<file path="src/rtl/bebida_ctrl.sv">
// Drink vending controller: coin credit, selection lock,
// timed valve dispense and unit-by-unit change return.
module bebida_ctrl #(
  parameter int DISP_CYCLES = 8,
  parameter int PRICE0      = 2,
  parameter int PRICE1      = 3,
  parameter int PRICE2      = 3,
  parameter int PRICE3      = 4
) (
  input  logic       clk,
  input  logic       reset_n,
  input  logic [1:0] sel,
  input  logic       sel_valid,
  input  logic       coin,
  input  logic       cancel,
  output logic [3:0] credit,
  output logic [3:0] valve,
  output logic       change_pulse,
  output logic       busy,
  output logic [4:0] disp_code
);

  typedef enum logic [2:0] {
    IDLE     = 3'b000,
    PAY      = 3'b001,
    DISPENSE = 3'b010,
    REFUND   = 3'b011
  } state_t;

  localparam logic [3:0] P0 = 4'(PRICE0);
  localparam logic [3:0] P1 = 4'(PRICE1);
  localparam logic [3:0] P2 = 4'(PRICE2);
  localparam logic [3:0] P3 = 4'(PRICE3);
  localparam logic [7:0] DCNT = 8'(DISP_CYCLES);

  state_t     state;
  logic [1:0] sel_q;
  logic [7:0] cnt;
  logic [1:0] sync;
  logic       run;
  logic [3:0] price;
  logic [3:0] cred_inc;
  logic [3:0] cred_buy;
  logic       pay_ok;

  // Release synchroniser: FSM stays frozen until two edges after release
  always_ff @(posedge clk or negedge reset_n) begin
    if (!reset_n) begin
      sync <= 2'b00;
    end else begin
      sync <= {sync[0], 1'b1};
    end
  end

  assign run = sync[1];

  // Price of the locked selection
  always_comb begin
    price = P0;
    case (sel_q)
      2'd0:    price = P0;
      2'd1:    price = P1;
      2'd2:    price = P2;
      2'd3:    price = P3;
      default: price = P0;
    endcase
  end

  // Credit arithmetic: saturating coin add and purchase debit
  always_comb begin
    cred_inc = credit;
    if (coin && (credit != 4'hF)) begin
      cred_inc = credit + 4'd1;
    end
    pay_ok   = (credit >= price);
    cred_buy = credit - price + {3'b000, coin};
  end

  // Main FSM with credit, selection latch, dispense timer and valves
  always_ff @(posedge clk or negedge reset_n) begin
    if (!reset_n) begin
      state  <= IDLE;
      credit <= 4'd0;
      sel_q  <= 2'd0;
      cnt    <= 8'd0;
      valve  <= 4'd0;
    end else if (run) begin
      case (state)
        IDLE: begin
          credit <= cred_inc;
          if (cancel && (credit != 4'd0)) begin
            state <= REFUND;
          end else if (sel_valid) begin
            sel_q <= sel;
            state <= PAY;
          end
        end
        PAY: begin
          if (cancel) begin
            credit <= cred_inc;
            state  <= REFUND;
          end else if (pay_ok) begin
            credit <= cred_buy;
            cnt    <= DCNT;
            valve  <= 4'b0001 << sel_q;
            state  <= DISPENSE;
          end else begin
            credit <= cred_inc;
          end
        end
        DISPENSE: begin
          if (cnt <= 8'd1) begin
            cnt   <= 8'd0;
            valve <= 4'd0;
            state <= (credit != 4'd0) ? REFUND : IDLE;
          end else begin
            cnt <= cnt - 8'd1;
          end
        end
        REFUND: begin
          if (credit != 4'd0) begin
            credit <= credit - 4'd1;
          end
          if (credit <= 4'd1) begin
            state <= IDLE;
          end
        end
        default: begin
          state <= IDLE;
          cnt   <= 8'd0;
          valve <= 4'd0;
        end
      endcase
    end
  end

  // Outputs decoded from registered state only
  assign busy         = (state == DISPENSE) || (state == REFUND);
  assign change_pulse = (state == REFUND) && (credit != 4'd0);
  assign disp_code    = {state, sel_q};

endmodule

</file>
<file path="config.mk">
export PLATFORM = sky130hd
export DESIGN_NAME = bebida_ctrl
export DESIGN_NICKNAME = d
export VERILOG_FILES = /design/src/rtl/bebida_ctrl.sv
export SDC_FILE = /design/constraint.sdc
export NUM_CORES = 1
export LEC_CHECK = 0
export CAP_MARGIN = 25
export CORE_MARGIN = 2
export CORE_UTILIZATION = 56
export CTS_CLUSTER_DIAMETER = 200
export CTS_CLUSTER_SIZE = 16
export DETAILED_ROUTE_END_ITERATION = 8
export GPL_ROUTABILITY_DRIVEN = 0
export HOLD_SLACK_MARGIN = 0.05
export PLACE_DENSITY = 0.8
export SLEW_MARGIN = 20
export SYNTH_ARGS = -nofsm -noshare
export SYNTH_HDL_FRONTEND = slang
export SYNTH_SLANG_ARGS = --single-unit
export TNS_END_PERCENT = 5
</file>
<file path="constraint.sdc">
create_clock -name clk -period 3 [get_ports clk]
set_clock_uncertainty 0.05 [all_clocks]
set_input_delay 0.6 -clock clk [delete_from_list [all_inputs] [get_ports clk]]
set_output_delay 0.6 -clock clk [all_outputs]
set_load 0.02 [all_outputs]
</file>
== Word-level counts from Yosys, hierarchy flattened ==
Index checks and enable logic that the tools add are counted.

* Register bits after elaboration: 23
* Input port bits: 7
* Output and inout port bits: 15
* Word-level logic and storage cells: 68

* Add/sub/neg operators: 5
* Order comparisons: 3
* Eq/ne operators: 14
* Shift operators: 1
* Multiplexer cells: 22
* Bitwise logic cells: 2
* Reductions and logical operators: 15

{| class="wikitable"
|+ Operators by type and width
! operator !! count
|-
| case mux 4 bit (3 select lines) || 3
|-
| 2-to-1 mux 4 bit || 7
|-
| 2-to-1 mux 8 bit || 3
|-
| case mux 8 bit (3 select lines) || 1
|-
| 2-to-1 mux 3 bit || 6
|-
| case mux 3 bit (4 select lines) || 1
|-
| != test 2 bit (second input constant) || 5
|-
| AND reduction 5 bit || 2
|-
| <= comparator 8 x 1 -> 1 bit (second input constant) || 1
|-
| AND reduction 4 bit || 2
|-
| subtractor 8 x 1 -> 8 bit (second input constant) || 1
|-
| equality test 3 x 2 -> 1 bit (second input constant) || 2
|-
| != test 3 bit (second input constant) || 2
|-
| adder 4 x 1 -> 4 bit || 1
|-
| adder 4 x 1 -> 4 bit (second input constant) || 1
|-
| equality test 2 bit (second input constant) || 2
|-
| >= comparator 4 bit || 1
|-
| <= comparator 4 x 1 -> 1 bit (second input constant) || 1
|-
| != test 4 bit (second input constant) || 1
|-
| nonzero test 4 bit || 1
|-
| OR reduction 2 bit || 2
|-
| << shifter 1 x 2 -> 4 bit (first input constant) || 1
|-
| subtractor 4 x 1 -> 4 bit (second input constant) || 1
|-
| subtractor 4 bit || 1
|-
| 10 further kinds || 13
|}

== Longest topological paths before layout ==
Gate-level depths: netlist of the first run.

* Word-level depth: 8
* Mapped depth: 11
* Mapped depth without buffers: 11

== Worst setup path after synthesis of the first run ==
No wires, ideal clock.

* Path type: flip-flop to flip-flop
* From: register sel_q[0]
* To: register cnt[5]
* Setup time: 0.103 ns
* Arrival: 2.446 ns
* Data required time: 2.847 ns
* Setup slack: 0.400 ns
* Stages on the path, launching flop included: 11
* Path buffers: 1
* Period minus slack after synthesis: 2.600 ns
* Cell sequence: dfrtp_1 -> inv_1 -> ha_1 -> nand2b_1 -> inv_1 -> fa_1 -> o221ai_2 -> a21oi_2 -> or2_1 -> buf_2 -> o41ai_2

* Cells in the longest elaborated chain, start to end: 6
* Elaborated cells between the ends (all ways): 9
* Classes of those cells: order compare (1); eq/ne (4); mux (1); reduce/logical (3)

{| class="wikitable"
|+ Ends and longest elaborated chain
! item !! line !! text
|-
| start, declared || 37 || <nowiki>logic [1:0] sel_q;</nowiki>
|-
| start signal, assigned || 94 || <nowiki>sel_q <= sel;</nowiki>
|-
| equality test 2 bit / equality test 2 x 1 -> 1 bit (equally long branches) || 60 || <nowiki>case (sel_q)</nowiki>
|-
| OR reduction 2 bit (no line) || n/a ||
|-
| case mux 4 bit (3 select lines) (*) || 60 ||
|-
| >= comparator 4 bit (*) || 75 || <nowiki>pay_ok = (credit >= price);</nowiki>
|-
| != test 2 bit (no line) (*) || n/a ||
|-
| AND reduction 4 bit (no line) (*) || n/a ||
|-
| end signal, assigned || 117 || <nowiki>cnt <= cnt - 8'd1;</nowiki>
|-
| end, declared || 38 || <nowiki>logic [7:0] cnt;</nowiki>
|}

Mark *: on every way between the ends. The rest lies on a longest branch, timed or not. The select of a mux whose other input is x is not followed.
A chain may end at the register's enable or synchronous reset.

== Worst setup path in the final report of the first run ==
* From: register credit[0]
* To: output port change_pulse

* Cells in the longest elaborated chain, start to end: 2

{| class="wikitable"
|+ Ends and longest elaborated chain
! item !! line !! text
|-
| start, declared || 16 || <nowiki>output logic [3:0] credit,</nowiki>
|-
| start signal, assigned || 90 || <nowiki>credit <= cred_inc;</nowiki>
|-
| start signal, assigned || 100 || <nowiki>credit <= cred_inc;</nowiki>
|-
| start signal, assigned || 103 || <nowiki>credit <= cred_buy;</nowiki>
|-
| nonzero test 4 bit || 139 || <nowiki>assign change_pulse = (state == REFUND) && (credit != 4'd0);</nowiki>
|-
| logical AND 1 bit || 139 ||
|-
| end, declared || 18 || <nowiki>output logic change_pulse,</nowiki>
|}

Every way passes these cells.

==> impl_metrics.env, run 1 <==
export IMPL_insertion_delay_ps=320
export IMPL_cts_inserted_buffers=3
export IMPL_hold_viol=0
export IMPL_synth_async_reset_ratio_pct=100
export IMPL_num_rows=20
export IMPL_powerDensity_nw_per_um2=1300
export IMPL_fmax_mhz=351
export IMPL_crit_fanout=4
export IMPL_die_h_microns=61.2
export IMPL_post_cts_buffers=0
export IMPL_crit_family="buffers and inverters"
export IMPL_hp_class="reg2reg"
export IMPL_max_stage_delay_ps=530
export IMPL_cp_num_buf_inv=2
export IMPL_num_vias=1579
export IMPL_area_growth_pct=16.2
export IMPL_num_fill_cells=262
export IMPL_port_buffers=20
export IMPL_path_class="reg2out"
export IMPL_post_cts_resized=0
export IMPL_maxCapViolCount=0
export IMPL_grt_total_usage_pct=24.9
export IMPL_synth_edf_count=0
export IMPL_antennaDiodeCount=0
export IMPL_die_area_sq_um=3750
export IMPL_ys_types=57
export IMPL_fin_crit_sh_pct=95.1
export IMPL_initial_core_util_pct=59.6
export IMPL_syn_area_per_cell_sq_um=8.95
export IMPL_num_io_pins=22
export IMPL_yosys_register_bits=22
export IMPL_coreArea_sq_um=3080
export IMPL_dpl_cell_area_sq_um=2080
export IMPL_rsz0062_at_grt="no"
export IMPL_syn_inst=205
export IMPL_required_ps=2350
export IMPL_syn_num_nets=234
export IMPL_htree_levels=1
export IMPL_path_cells="inv_1, ha_1, or3b_1, and2_1, clkdlybuf4s50_1"
export IMPL_ctsHoldBuffers=0
export IMPL_grt_max_degree=23
export IMPL_drc=0
export IMPL_multi_input_area_sq_um=1160
export IMPL_start_kind="register"
export IMPL_drtIter0Drc=65
export IMPL_leakage_nw=0.975
export IMPL_ys_seq_area_share_pct=30.0
export IMPL_first_global_vias=1529
export IMPL_setup_violations=0
export IMPL_ant_nets=0
export IMPL_vias_per_cell=5.87
export IMPL_seqCellArea_sq_um=551
export IMPL_holdWs_ps=318
export IMPL_wl_microns=4140
export IMPL_antenna_found_initial=0
export IMPL_regToRegSetupSlack_ps=380
export IMPL_cts_tree="built"
export IMPL_tightest_slew_ps=542
export IMPL_fin_area_sq_um=2130
export IMPL_synthDominantCellAreaShare_pct=30.0
export IMPL_clock_sinks=22
export IMPL_path_clk_slew_ps=130
export IMPL_crit_slowest_cell="clkdlybuf4s50_1"
export IMPL_drive_gt1_share_pct=10.7
export IMPL_drt_pass1_iter_count=4
export IMPL_wl_per_cell_microns=15.4
export IMPL_dp_hpwl_microns=3130
export IMPL_syn_area_sq_um=1830
export IMPL_nets=255
export IMPL_synth_largest_area_cell="dfrtp_1"
export IMPL_slew_violations=0
export IMPL_critPathCaptureType="primary output"
export IMPL_setup_tns_ps=0
export IMPL_status="complete, no violations"
export IMPL_ir_drop_uv=627
export IMPL_fin_crit_ps=2850
export IMPL_ys_warn_count=0
export IMPL_die_w_microns=61.2
export IMPL_root_buffer="clkbuf_4"
export IMPL_cts_max_path_buffers=2
export IMPL_synth_top_flop_cell="dfrtp_1"
export IMPL_grt_pass1_wl_microns=6830
export IMPL_synth_area_leaders="dfrtp_1 30%, ha_1 14%, mux2i_1 4.4%"
export IMPL_crit_arrival_ps=2200
export IMPL_grt_overflow=0
export IMPL_relSlewSlack_pct=63.5
[routing by layer]
layer / GRT usage [%] / wire, microns
met1: 32.7 / 1850
met2: 41.9 / 1990
met3: 2.94 / 244
met4: 9.32 / 61
met5: 0 / 0
[layout make-up]
type                            instances  area share [%]
Inverter                               21            3.70
Multi-Input combinational cell        154            54.6
Clock buffer                            3            1.06
Timing Repair Buffer                   24            10.8
Tap cell                               44            2.58
Clock inverter                          1            1.41
Sequential cell                        22            25.8
[worst reg2reg max path, stage by stage (launching register included)]
cell and delay [ps]:
dfrtp_1 430, inv_1 90, ha_1 340, nand2b_1 130, inv_1 70, fa_1 400
o221a_2 320, a31oi_1 180, nand4_1 160, mux2_1 340
[layout by cell type, fill, tap and decap left out, drive strengths merged, types with 4 or more instances in the layout]
cell type / Yosys / final
nor2b: 4 / 4
o21ai: 13 / 13
ha: 21 / 21
clkdlybuf4s50: 0 / 20
or2: 4 / 4
inv: 21 / 21
o31ai: 5 / 5
a21oi: 12 / 12
buf: 4 / 4
nand2: 17 / 17
xnor2: 4 / 4
nand2b: 5 / 5
nor2: 13 / 13
dfrtp: 22 / 22
mux2i: 8 / 8
[metrics by stage]
| step | setup WS, ps | cells | total power, mW | util [%] |
|---|---|---|---|---|
| after floorplan | 400 | 205 | 1.98 | - |
| final | 147 | 269 | 2.78 | 69.3 |
| after global routing | 52.3 | 269 | 3.02 | 69.3 |
| after CTS | 72.9 | 269 | 2.78 | 69.3 |
| after detailed placement | 400 | 265 | 2.53 | 67.6 |
| after global placement | 471 | 265 | 2.45 | 67.6 |
[path summary, 6_finish.rpt]
| kind | start | to | cells past startpoint |
|---|---|---|---|
| max | credit[0]$_DFFE_PN0P_ | change_pulse | 5 |
| min | sync[0]$_DFF_PN0_ | sync[1]$_DFF_PN0_ | 0 |
| max reg2reg | sel_q[0]$_DFFE_PN0P_ | state[0]$_DFFE_PN0P_ | 9 |
| min reg2reg | sync[0]$_DFF_PN0_ | sync[1]$_DFF_PN0_ | 0 |
| max in group asynchronous | reset_n | state[1]$_DFFE_PN0P_ | 2 |
| min in group asynchronous | reset_n | sel_q[1]$_DFFE_PN0P_ | 2 |
[synth_stat cells, types with 2 or more instances]
master,instances
or2_2,2
buf_4,2
dfrtp_1,22
o211ai_1,3
nor2_1,12
ha_1,21
mux2_1,2
o21ai_0,9
nand3b_1,3
or2_1,2
inv_1,20
mux2i_1,8
conb_1,2
nand2b_1,5
buf_2,2
o31ai_1,5
nor3_1,3
nand4_1,2
clkbuf_1,4
nand3_1,3
nor2b_1,3
a31oi_1,2
a21oi_1,11
nor3b_1,2
nand2_1,17
o21ai_1,3
or4_4,2
xnor2_1,4
[kinds of logic (layout without fill, tap and decap cells)]
kind of cell / count (synthesis) / after routing / share of synthesized area [%]
flip-flops: 22 / 22 / 30.0
adder cells (fa/ha/maj): 22 / 22 / 15.4
buffers and inverters: 29 / 49 / 6.48
XOR/XNOR: 5 / 5 / 2.80
multiplexers: 11 / 11 / 6.21
AND/OR/NAND/NOR: 64 / 64 / 19.1
other: 2 / 2 / 0.409
AO/OA/AOI/OAI: 50 / 50 / 19.6
[report_power, final]
group | leakage, nW | switching (mW) | internal [mW]
Clock | 0.0279 | 0.100 | 0.135
Combinational | 0.668 | 1.08 | 0.887
Sequential | 0.279 | 0.157 | 0.424
[flip-flops by register name, summed over array words and instances, names as in the netlist]
register,flops
cnt,8
credit,4
sel_q,2
state,2
sync,2
valve,4
No activity file was read; power rests on OpenSTA's default activity.
==> run 2: changes to the inputs <==
--- a/config.mk
+++ b/config.mk
@@ -6,7 +6,6 @@
 export NUM_CORES = 1
 export LEC_CHECK = 0
 export CAP_MARGIN = 25
-export CORE_MARGIN = 2
 export CORE_UTILIZATION = 56
 export CTS_CLUSTER_DIAMETER = 200
 export CTS_CLUSTER_SIZE = 16
==> run 2 against run 1 <==
- core utilization stayed put
- sequential power about the same
- worst hold slack got worse by 1.7 ps
- design area is the same
- via count shrank 3.2%
- critical path depth is the same
- combinational power hardly changed
- cell count is the same
- flip-flop and latch count is the same
- non-clock buffer count did not move
- wire length is 3.8% lower
- worst setup slack lost 53 ps
- critical path type unchanged
- highest routed layer unchanged
==> impl_metrics.env, run 2 (same netlist as run 1, synthesis figures left out) <==
export IMPL_status="complete, no violations"
export IMPL_num_vias=1529
export IMPL_ant_nets=0
export IMPL_rr_startpoint="sel_q[0]$_DFFE_PN0P_"
export IMPL_fin_crit_sh_pct=96.9
export IMPL_grt_total_usage_pct=25.1
export IMPL_required_ps=2350
export IMPL_mostFrequentLayoutCells="22 x dfrtp_1, 21 x ha_1, 20 x inv_1, 20 x clkdlybuf4s50_1, 17 x nand2_1"
export IMPL_fin_ws_ps=94.4
export IMPL_cts_inserted_buffers=3
export IMPL_root_buffer="clkbuf_4"
export IMPL_die_h_microns=59.2
export IMPL_setup_violations=0
export IMPL_crit_arrival_ps=2260
export IMPL_slew_violations=0
export IMPL_die_area_sq_um=3510
export IMPL_largestRegisters="cnt x8, credit x4, valve x4"
export IMPL_powerDensity_nw_per_um2=1300
export IMPL_num_io_pins=22
export IMPL_netSwitchingPower_mw=1.33
export IMPL_drc=0
export IMPL_initial_core_util_pct=59.6
export IMPL_drive_gt1_share_pct=10.2
export IMPL_fin_crit_ps=2910
export IMPL_dp_worst_setup_slack_ps=357
export IMPL_clock_sinks=22
export IMPL_port_buffers=20
export IMPL_comb_power_share_pct=70.6
export IMPL_path_clk_slew_ps=130
export IMPL_vias_per_cell=5.68
export IMPL_hp_class="reg2reg"
export IMPL_regToRegSetupSlack_ps=330
export IMPL_reg2reg_depth=9
export IMPL_dp_hpwl_microns=2990
export IMPL_leakage_nw=0.976
export IMPL_fin_util_pct=69.3
export IMPL_power_internal_mw=1.44
export IMPL_coreArea_sq_um=3080
export IMPL_largest_register="cnt"
export IMPL_num_rows=20
export IMPL_grt_overflow=0
export IMPL_tightest_slew_ps=548
export IMPL_post_cts_buffers=0
export IMPL_maxCapViolCount=0
export IMPL_antenna_found_initial=0
export IMPL_seqPwrFrac_pct=21.0
export IMPL_grt_max_degree=23
export IMPL_area_growth_pct=16.2
export IMPL_final_common_cell="dfrtp_1"
export IMPL_relSlewSlack_pct=63.2
export IMPL_pwr_share_clk_pct=8.4
export IMPL_crit_slowest_cell="clkdlybuf4s50_1"
export IMPL_fmax_mhz=344
export IMPL_critPathCaptureType="primary output"
export IMPL_cts_tree="built"
export IMPL_ir_drop_uv=615
export IMPL_grt_pass1_wl_microns=6590
export IMPL_insertion_delay_ps=320
export IMPL_antennaDiodeCount=0
export IMPL_hold_viol=0
export IMPL_path_cells="inv_1, ha_1, or3b_1, and2_1, clkdlybuf4s50_1"
export IMPL_start_kind="register"
export IMPL_r2r_end="state[1]$_DFFE_PN0P_"
export IMPL_cts_max_path_buffers=2
export IMPL_htree_levels=1
export IMPL_wl_microns=3980
export IMPL_die_w_microns=59.2
export IMPL_setup_tns_ps=0
export IMPL_crit_path_end="change_pulse"
export IMPL_crit_fanout=5
export IMPL_drt_pass1_iter_count=4
export IMPL_max_stage_delay_ps=530
export IMPL_wl_per_cell_microns=14.8
export IMPL_cp_startpoint="credit[1]$_DFFE_PN0P_"
export IMPL_nets=255
export IMPL_rsz0062_at_grt="no"
export IMPL_sw_frac_of_total_pct=48.0
export IMPL_largest_reg_flops=8
export IMPL_post_cts_resized=0
export IMPL_first_global_vias=1481
export IMPL_path_class="reg2out"
export IMPL_ctsHoldBuffers=0
export IMPL_drtIter0Drc=68
-- run 2: cell counts in the layout (fill, tap and decap cells not counted) --
Identical to the previous run, type by type.
-- run 2: how the worst min path moves through the flow --
stage | from | end | slack (ps) | cells past startpoint
finish | sync[0]$_DFF_PN0_ | sync[1]$_DFF_PN0_ | 320 | 0
global route | sync[0]$_DFF_PN0_ | sync[1]$_DFF_PN0_ | 330 | 0
detailed placement | sync[0]$_DFF_PN0_ | sync[1]$_DFF_PN0_ | 290 | 0
floorplan | reset_n | cnt[0]$_DFFE_PN0P_ | 250 | 0
global placement | sync[0]$_DFF_PN0_ | sync[1]$_DFF_PN0_ | 290 | 0
CTS | sync[0]$_DFF_PN0_ | sync[1]$_DFF_PN0_ | 320 | 0
-- run 2: layout make-up --
cell class / instances / area, sq um
sequential: 22 / 551
clock buffer: 3 / 22.5
multi-input combinational: 154 / 1160
fill: 262 / 946
clock inverter: 1 / 30.0
inverter: 21 / 78.8
timing repair buffer: 24 / 230
tap: 44 / 55.1
-- run 2: stage by stage --
stage               area, sq um  hold slack (ps)  total power [mW]  instances
floorplan                  1830              254              1.98        205
global placement           2080              288              2.44        265
detailed placement         2080              291              2.51        265
CTS                        2130              321              2.77        269
global route               2130              334              3.00        269
finish                     2130              316              2.77        269
-- run 2: layer usage --
metal / up-vias / routed length [microns] / GRT usage (%)
met3: 9 / 209 / 3.49
li1: 765 / - / -
met4: 0 / 55 / 7.82
met1: 708 / 1860 / 33.4
met5: - / 0 / 0
met2: 47 / 1860 / 41.9
-- run 2: critical path: cells and delay by family, from the launching register on --
| family | cells | cell delay (ps) |
|---|---|---|
| simple gates | 2 | 590 |
| fa+ha+maj | 1 | 220 |
| flops | 1 | 400 |
| buf+inv | 2 | 730 |
-- run 2: power groups by stage --
| stage | clock network [mW] | registers, mW | logic, mW |
|---|---|---|---|
| final | 0.233 | 0.580 | 1.95 |
| after detailed placement | 0 | 0.584 | 1.92 |
| after global placement | 0 | 0.572 | 1.87 |
| after global routing | 0.249 | 0.604 | 2.15 |
| after floorplan | 0 | 0.642 | 1.34 |
| after CTS | 0.238 | 0.579 | 1.95 |
